## src/rtl/alu_issue_ctrl.sv

```systemverilog
// alu_issue_ctrl: FIFO-buffered issue/writeback controller driving an 8-bit combinational ALU.
// Optional result self-check enabled by defining ALU_ISSUE_CHECK_EN.
module alu_issue_ctrl #(
    parameter int DEPTH = 8,
    parameter int WIDTH = 8,
    parameter int NREG  = 4
) (
    input  logic             clk,
    input  logic             rst,
    input  logic             in_valid,
    output logic             in_ready,
    input  logic [8:0]       in_instr,
    input  logic             run,
    input  logic             reg_we,
    input  logic [1:0]       reg_addr,
    input  logic [WIDTH-1:0] reg_wdata,
    output logic [WIDTH-1:0] reg_rdata,
    output logic [WIDTH-1:0] alu_a,
    output logic [WIDTH-1:0] alu_b,
    output logic [2:0]       alu_opcode,
    input  logic [WIDTH-1:0] alu_out,
    output logic             busy,
    output logic             done,
    output logic [7:0]       retired,
    output logic             err
);
    localparam int AW = $clog2(DEPTH);

    typedef enum logic [1:0] {IDLE, EXEC, WB} state_t;

    state_t           state;
    logic [8:0]       mem [DEPTH];
    logic [AW-1:0]    wp, rp;
    logic [AW:0]      cnt;
    logic [8:0]       ir;
    logic [WIDTH-1:0] rf [NREG];
    logic             full, empty, push, pop;

    assign full      = cnt == (AW+1)'(DEPTH);
    assign empty     = cnt == '0;
    assign in_ready  = !full;
    assign push      = in_valid && !full;
    assign pop       = run && !empty && (state == IDLE || state == WB);
    assign busy      = state != IDLE || !empty;
    assign reg_rdata = rf[reg_addr];

    // FIFO pointers and occupancy; pointers wrap naturally since DEPTH is a power of 2
    always_ff @(posedge clk or posedge rst) begin
        if (rst) begin
            wp  <= '0;
            rp  <= '0;
            cnt <= '0;
        end else begin
            if (push) wp <= wp + 1'b1;
            if (pop) rp <= rp + 1'b1;
            cnt <= cnt + (AW+1)'(push) - (AW+1)'(pop);
        end
    end

    // FIFO storage needs no reset: occupancy alone decides validity
    always_ff @(posedge clk) begin
        if (push) mem[wp] <= in_instr;
    end

    // Issue FSM, register file and registered ALU-side outputs; writeback beats host writes to rd
    always_ff @(posedge clk or posedge rst) begin
        if (rst) begin
            state      <= IDLE;
            ir         <= '0;
            alu_a      <= '0;
            alu_b      <= '0;
            alu_opcode <= '0;
            done       <= 1'b0;
            retired    <= '0;
            for (int i = 0; i < NREG; i++) rf[i] <= '0;
        end else begin
            done <= state == WB;
            if (pop) ir <= mem[rp];
            if (reg_we && !(state == WB && reg_addr == ir[5:4])) rf[reg_addr] <= reg_wdata;
            case (state)
                IDLE: state <= pop ? EXEC : IDLE;
                EXEC: begin
                    alu_a      <= rf[ir[3:2]];
                    alu_b      <= rf[ir[1:0]];
                    alu_opcode <= ir[8:6];
                    state      <= WB;
                end
                WB: begin
                    rf[ir[5:4]] <= alu_out;
                    retired     <= retired + 8'd1;
                    state       <= pop ? EXEC : IDLE;
                end
                default: state <= IDLE;
            endcase
        end
    end

`ifdef ALU_ISSUE_CHECK_EN
    logic [WIDTH-1:0] exp_out;

    // Reference model of the ALU encoding, evaluated on the operands currently presented
    always_comb begin
        exp_out = alu_opcode == 3'd0 ? alu_a + alu_b :
                  alu_opcode == 3'd1 ? alu_a - alu_b :
                  alu_opcode == 3'd2 ? alu_a & alu_b :
                  alu_opcode == 3'd3 ? ~(alu_a | alu_b) :
                  alu_opcode == 3'd4 ? alu_a | alu_b :
                  alu_opcode == 3'd5 ? ~(alu_a & alu_b) :
                  alu_opcode == 3'd6 ? alu_a ^ alu_b : ~alu_a;
    end

    // Sticky mismatch flag, sampled only while the ALU result is being written back
    always_ff @(posedge clk or posedge rst) begin
        if (rst) err <= 1'b0;
        else if (state == WB && alu_out != exp_out) err <= 1'b1;
    end
`else
    assign err = 1'b0;
`endif
endmodule

```

## config.mk

```make
export PLATFORM = sky130hd
export DESIGN_NAME = alu_issue_ctrl
export DESIGN_NICKNAME = d
export VERILOG_FILES = /design/src/rtl/alu_issue_ctrl.sv
export SDC_FILE = /design/constraint.sdc
export NUM_CORES = 1
export LEC_CHECK = 0
export ABC_AREA = 1
export BUFFER_PORTS_ARGS = -buffer_cell sky130_fd_sc_hd__buf_2
export CAP_MARGIN = 10
export CORE_MARGIN = 2
export CORE_UTILIZATION = 60
export DETAILED_ROUTE_END_ITERATION = 10
export PLACE_DENSITY = 0.81
export SYNTH_ARGS = -nofsm -noshare
export SYNTH_HDL_FRONTEND = slang
export SYNTH_SLANG_ARGS = --single-unit
```

## constraint.sdc

```tcl
create_clock -name clk -period 5.5 [get_ports clk]
set_input_delay 0.825 -clock clk [delete_from_list [all_inputs] [get_ports clk]]
set_output_delay 0.825 -clock clk [all_outputs]
set_load 0.01 [all_outputs]
```

==> impl_metrics.json <==
{
  "power_density_mw_per_mm2": 547.8,
  "drt_first_pass_iters": 5,
  "wirelength_um": 17430,
  "drv_slew": 0,
  "status": "completed",
  "synth-async-reset-ratio_pct": 52.94,
  "dieArea_sq_mm": 0.01330,
  "grt_pass1_vias": 5669,
  "path_max_fanout": 12,
  "synth_area_leaders": "edfxtp_1 29%, dfrtp_1 27%, nor2_1 7.7%",
  "nets": 927,
  "clock_latency_ns": 0.43,
  "area_delta_synth_final_pct": 13.21,
  "yosysMostFrequentCell": "nor2_1",
  "grt_setup_unrepaired": "no",
  "p_leak_uw": 0.003744,
  "hold_end": "alu_opcode[1]$_DFFE_PP0N_",
  "fin_skew_ns": 0.008521,
  "final_cells": 1066,
  "synthDistinctLibCells": 36,
  "hold_viol": 0,
  "avgSynthCellArea_sq_um": 8.936,
  "antenna_found_initial": 0,
  "fp.coreArea_sq_mm": 0.01206,
  "post_drt_wl_per_cell_um": 16.35,
  "met3_usage_pct": 7.116,
  "io_buffer_count": 69,
  "multi_input_area_sq_mm": 0.002724,
  "grt-ovfl-total": 0,
  "hpwl_um": 11310,
  "synth_edf_count": 72,
  "synth.top_cell.area_share_pct": 29.08,
  "cts_buffer_depth": 2,
  "worst_pin_slew_ns": 1.105,
  "hold_buffers": 0,
  "seq_area_sq_mm": 0.004189,
  "clkSinkCount": 153,
  "maxSlewHeadroom_pct": 26.06,
  "r2r_start": "cnt[2]$_DFF_PP0_",
  "grt_usage_pct": 27.86,
  "period_share_pct": 52.47,
  "use_met2_pct": 41.99,
  "path_class": "in2out",
  "cap_violations": 0,
  "arrival_ns": 2.06,
  "synthTopCellsByCount": "153 x nor2_1, 130 x nand2_1, 81 x dfrtp_1",
  "io_pins": 71,
  "grt_max_degree": 82,
  "numCtsBuffers": 17,
  "synthCells": 832,
  "placedInstanceArea_sq_mm": 0.007819,
  "die_w_um": 115.3,
  "ys_warn_count": 0,
  "start_kind": "primary input",
  "finalSetupTns_ns": 0,
  "diodes": 0,
  "final-setup-viol-count": 0,
  "root_buffer": "clkbuf_16",
  "hold_class": "reg2reg",
  "grt_use_met1_pct": 39.11,
  "postRouteAntennaNets": 0,
  "row_count": 40,
  "worst-r2r-setup-slack_ns": 3.02,
  "vias": 6010,
  "cts_setup_buffers": 0,
  "crit_required_ns": 4.68,
  "grt_pass1_wl_um": 28110,
  "min_path_cells": 2,
  "drt_iter0_drc": 669,
  "power.total_uw": 4611,
  "ys_seq_area_share_pct": 56.34,
  "cts_repair_resize_count": 0,
  "drcViolationCount": 0,
  "clkTransAtPathRegs_ns": 0.06,
  "endpoint_kind": "output pin",
  "h-tree-depth": 4,
  "nFillCells": 945,
  "utilization_pct": 69.78,
  "cts_tree": "done",
  "synth-seq-cells": 153,
  "hp-start": "alu_opcode[1]$_DFFE_PP0N_",
  "gp_congestion": 0.9135,
  "synth_fp_nets": 874,
  "ir_worst_vdd_mv": 0.2834,
  "dp_cells": 1034,
  "synth_area_sq_mm": 0.007435,
  "start_util_pct": 61.64,
  "reg2reg_to": "cnt[2]$_DFF_PP0_",
  "avgViaCountPerCell": 5.638,
  "die_y_um": 115.3,
  "stdcell_area_sq_mm": 0.008417,
  "rr_worst_depth": 10,
  "ys.flop_type": "dfrtp_1",
  "min_period_ns": 2.886,
  "fmax_ghz": 0.3465,
  "busiest_layer": "met2",
  "yosysTopAreaCell": "edfxtp_1",
  "drive_gt1_share_pct": 13.47
}
==> metrics by stage <==
step	worst slack [ns]	hold WS, ns
floorplan	2.595	0.4492
finish	2.614	0.4637
global route	2.468	0.5048
detailed placement	2.653	0.4535
CTS	2.643	0.4690
global placement	2.689	0.4500
==> per-layer routing <==
metal,wire [um],vias up
li1,-,2886
met1,7445,2786
met2,8022,294
met3,1584,44
met4,378,0
met5,0,-
==> cell families after synthesis <==
logic type / after synthesis / synth area share, %
simple gates: 348 / 19.52
compound gates: 184 / 13.87
fa+ha+maj: 10 / 1.784
buf+inv: 124 / 7.018
xor+xnor: 12 / 1.414
flops: 153 / 56.34
other cells: 1 / 0.05044
==> cell type report <==
class / instances / share of cell area [%]
Clock inverter: 13 / 1.962
Tap cell: 168 / 2.497
Sequential cell: 153 / 49.77
Clock buffer: 19 / 5.143
Inverter: 85 / 3.806
Timing Repair Buffer: 73 / 4.460
Multi-Input combinational cell: 555 / 32.36
==> worst max-delay path: stages <==
cell and delay [ns]:
buf_2 0.30, inv_2 0.08, nand2_1 0.23, inv_2 0.16
a22oi_1 0.17, o211ai_1 0.13, buf_2 0.16
==> power by group <==
group,total [uW],switching [uW],internal [uW]
registers,1950,378,1570
logic,1480,923,553
clock network,1190,473,717
total,4610,1770,2840
==> worst max path at each step <==
stage / from / endpoint / slack, ns / cells after the start
CTS: reg_addr[1] / reg_rdata[7] / 2.64 / 7
floorplan: rst / alu_a[0]$_DFFE_PP0N_ / 2.59 / 1
global placement: reg_addr[1] / reg_rdata[2] / 2.69 / 7
detailed placement: reg_addr[1] / reg_rdata[7] / 2.65 / 7
global route: reg_addr[1] / reg_rdata[1] / 2.47 / 7
finish: reg_addr[1] / reg_rdata[2] / 2.61 / 7
==> cells in the final DEF (no fill, tap or decap) <==
master	netlist	layout
nor2_1	153	153
clkinvlp_4	0	3
nand3_1	45	45
buf_2	9	69
nor3b_1	1	1
bufinv_16	0	3
nand3_2	2	2
nand3b_1	1	1
xor2_1	6	6
clkbuf_1	17	2
o21ai_1	2	2
xnor2_1	6	6
fa_1	1	1
edfxtp_1	72	72
clkinv_4	0	1
clkbuf_16	0	17
o21ai_0	67	67
dfrtp_1	81	81
or2_2	2	2
o211ai_1	28	28
nor3_2	1	1
inv_2	4	4
a22oi_1	8	8
nor2_2	2	2
nor3_1	3	3
buf_4	2	4
conb_1	1	1
a21oi_1	63	63
inv_1	78	77
inv_6	0	4
nor2_8	1	1
nand2_2	3	3
clkinv_1	3	4
clkinv_2	0	2
nand3b_2	2	2
nand4_1	1	1
nand2_4	1	1
ha_1	9	9
a31oi_1	16	16
nand2_1	130	130
==> sequential cells by signal, indices dropped and copies added (netlist names), 2 cells and up <==
signal      count
state           2
cnt             4
alu_opcode      3
alu_b           8
rf             32
wp              3
ir              9
rp              3
retired         8
alu_a           8
mem            72
Power figures use the tool's default switching activity.
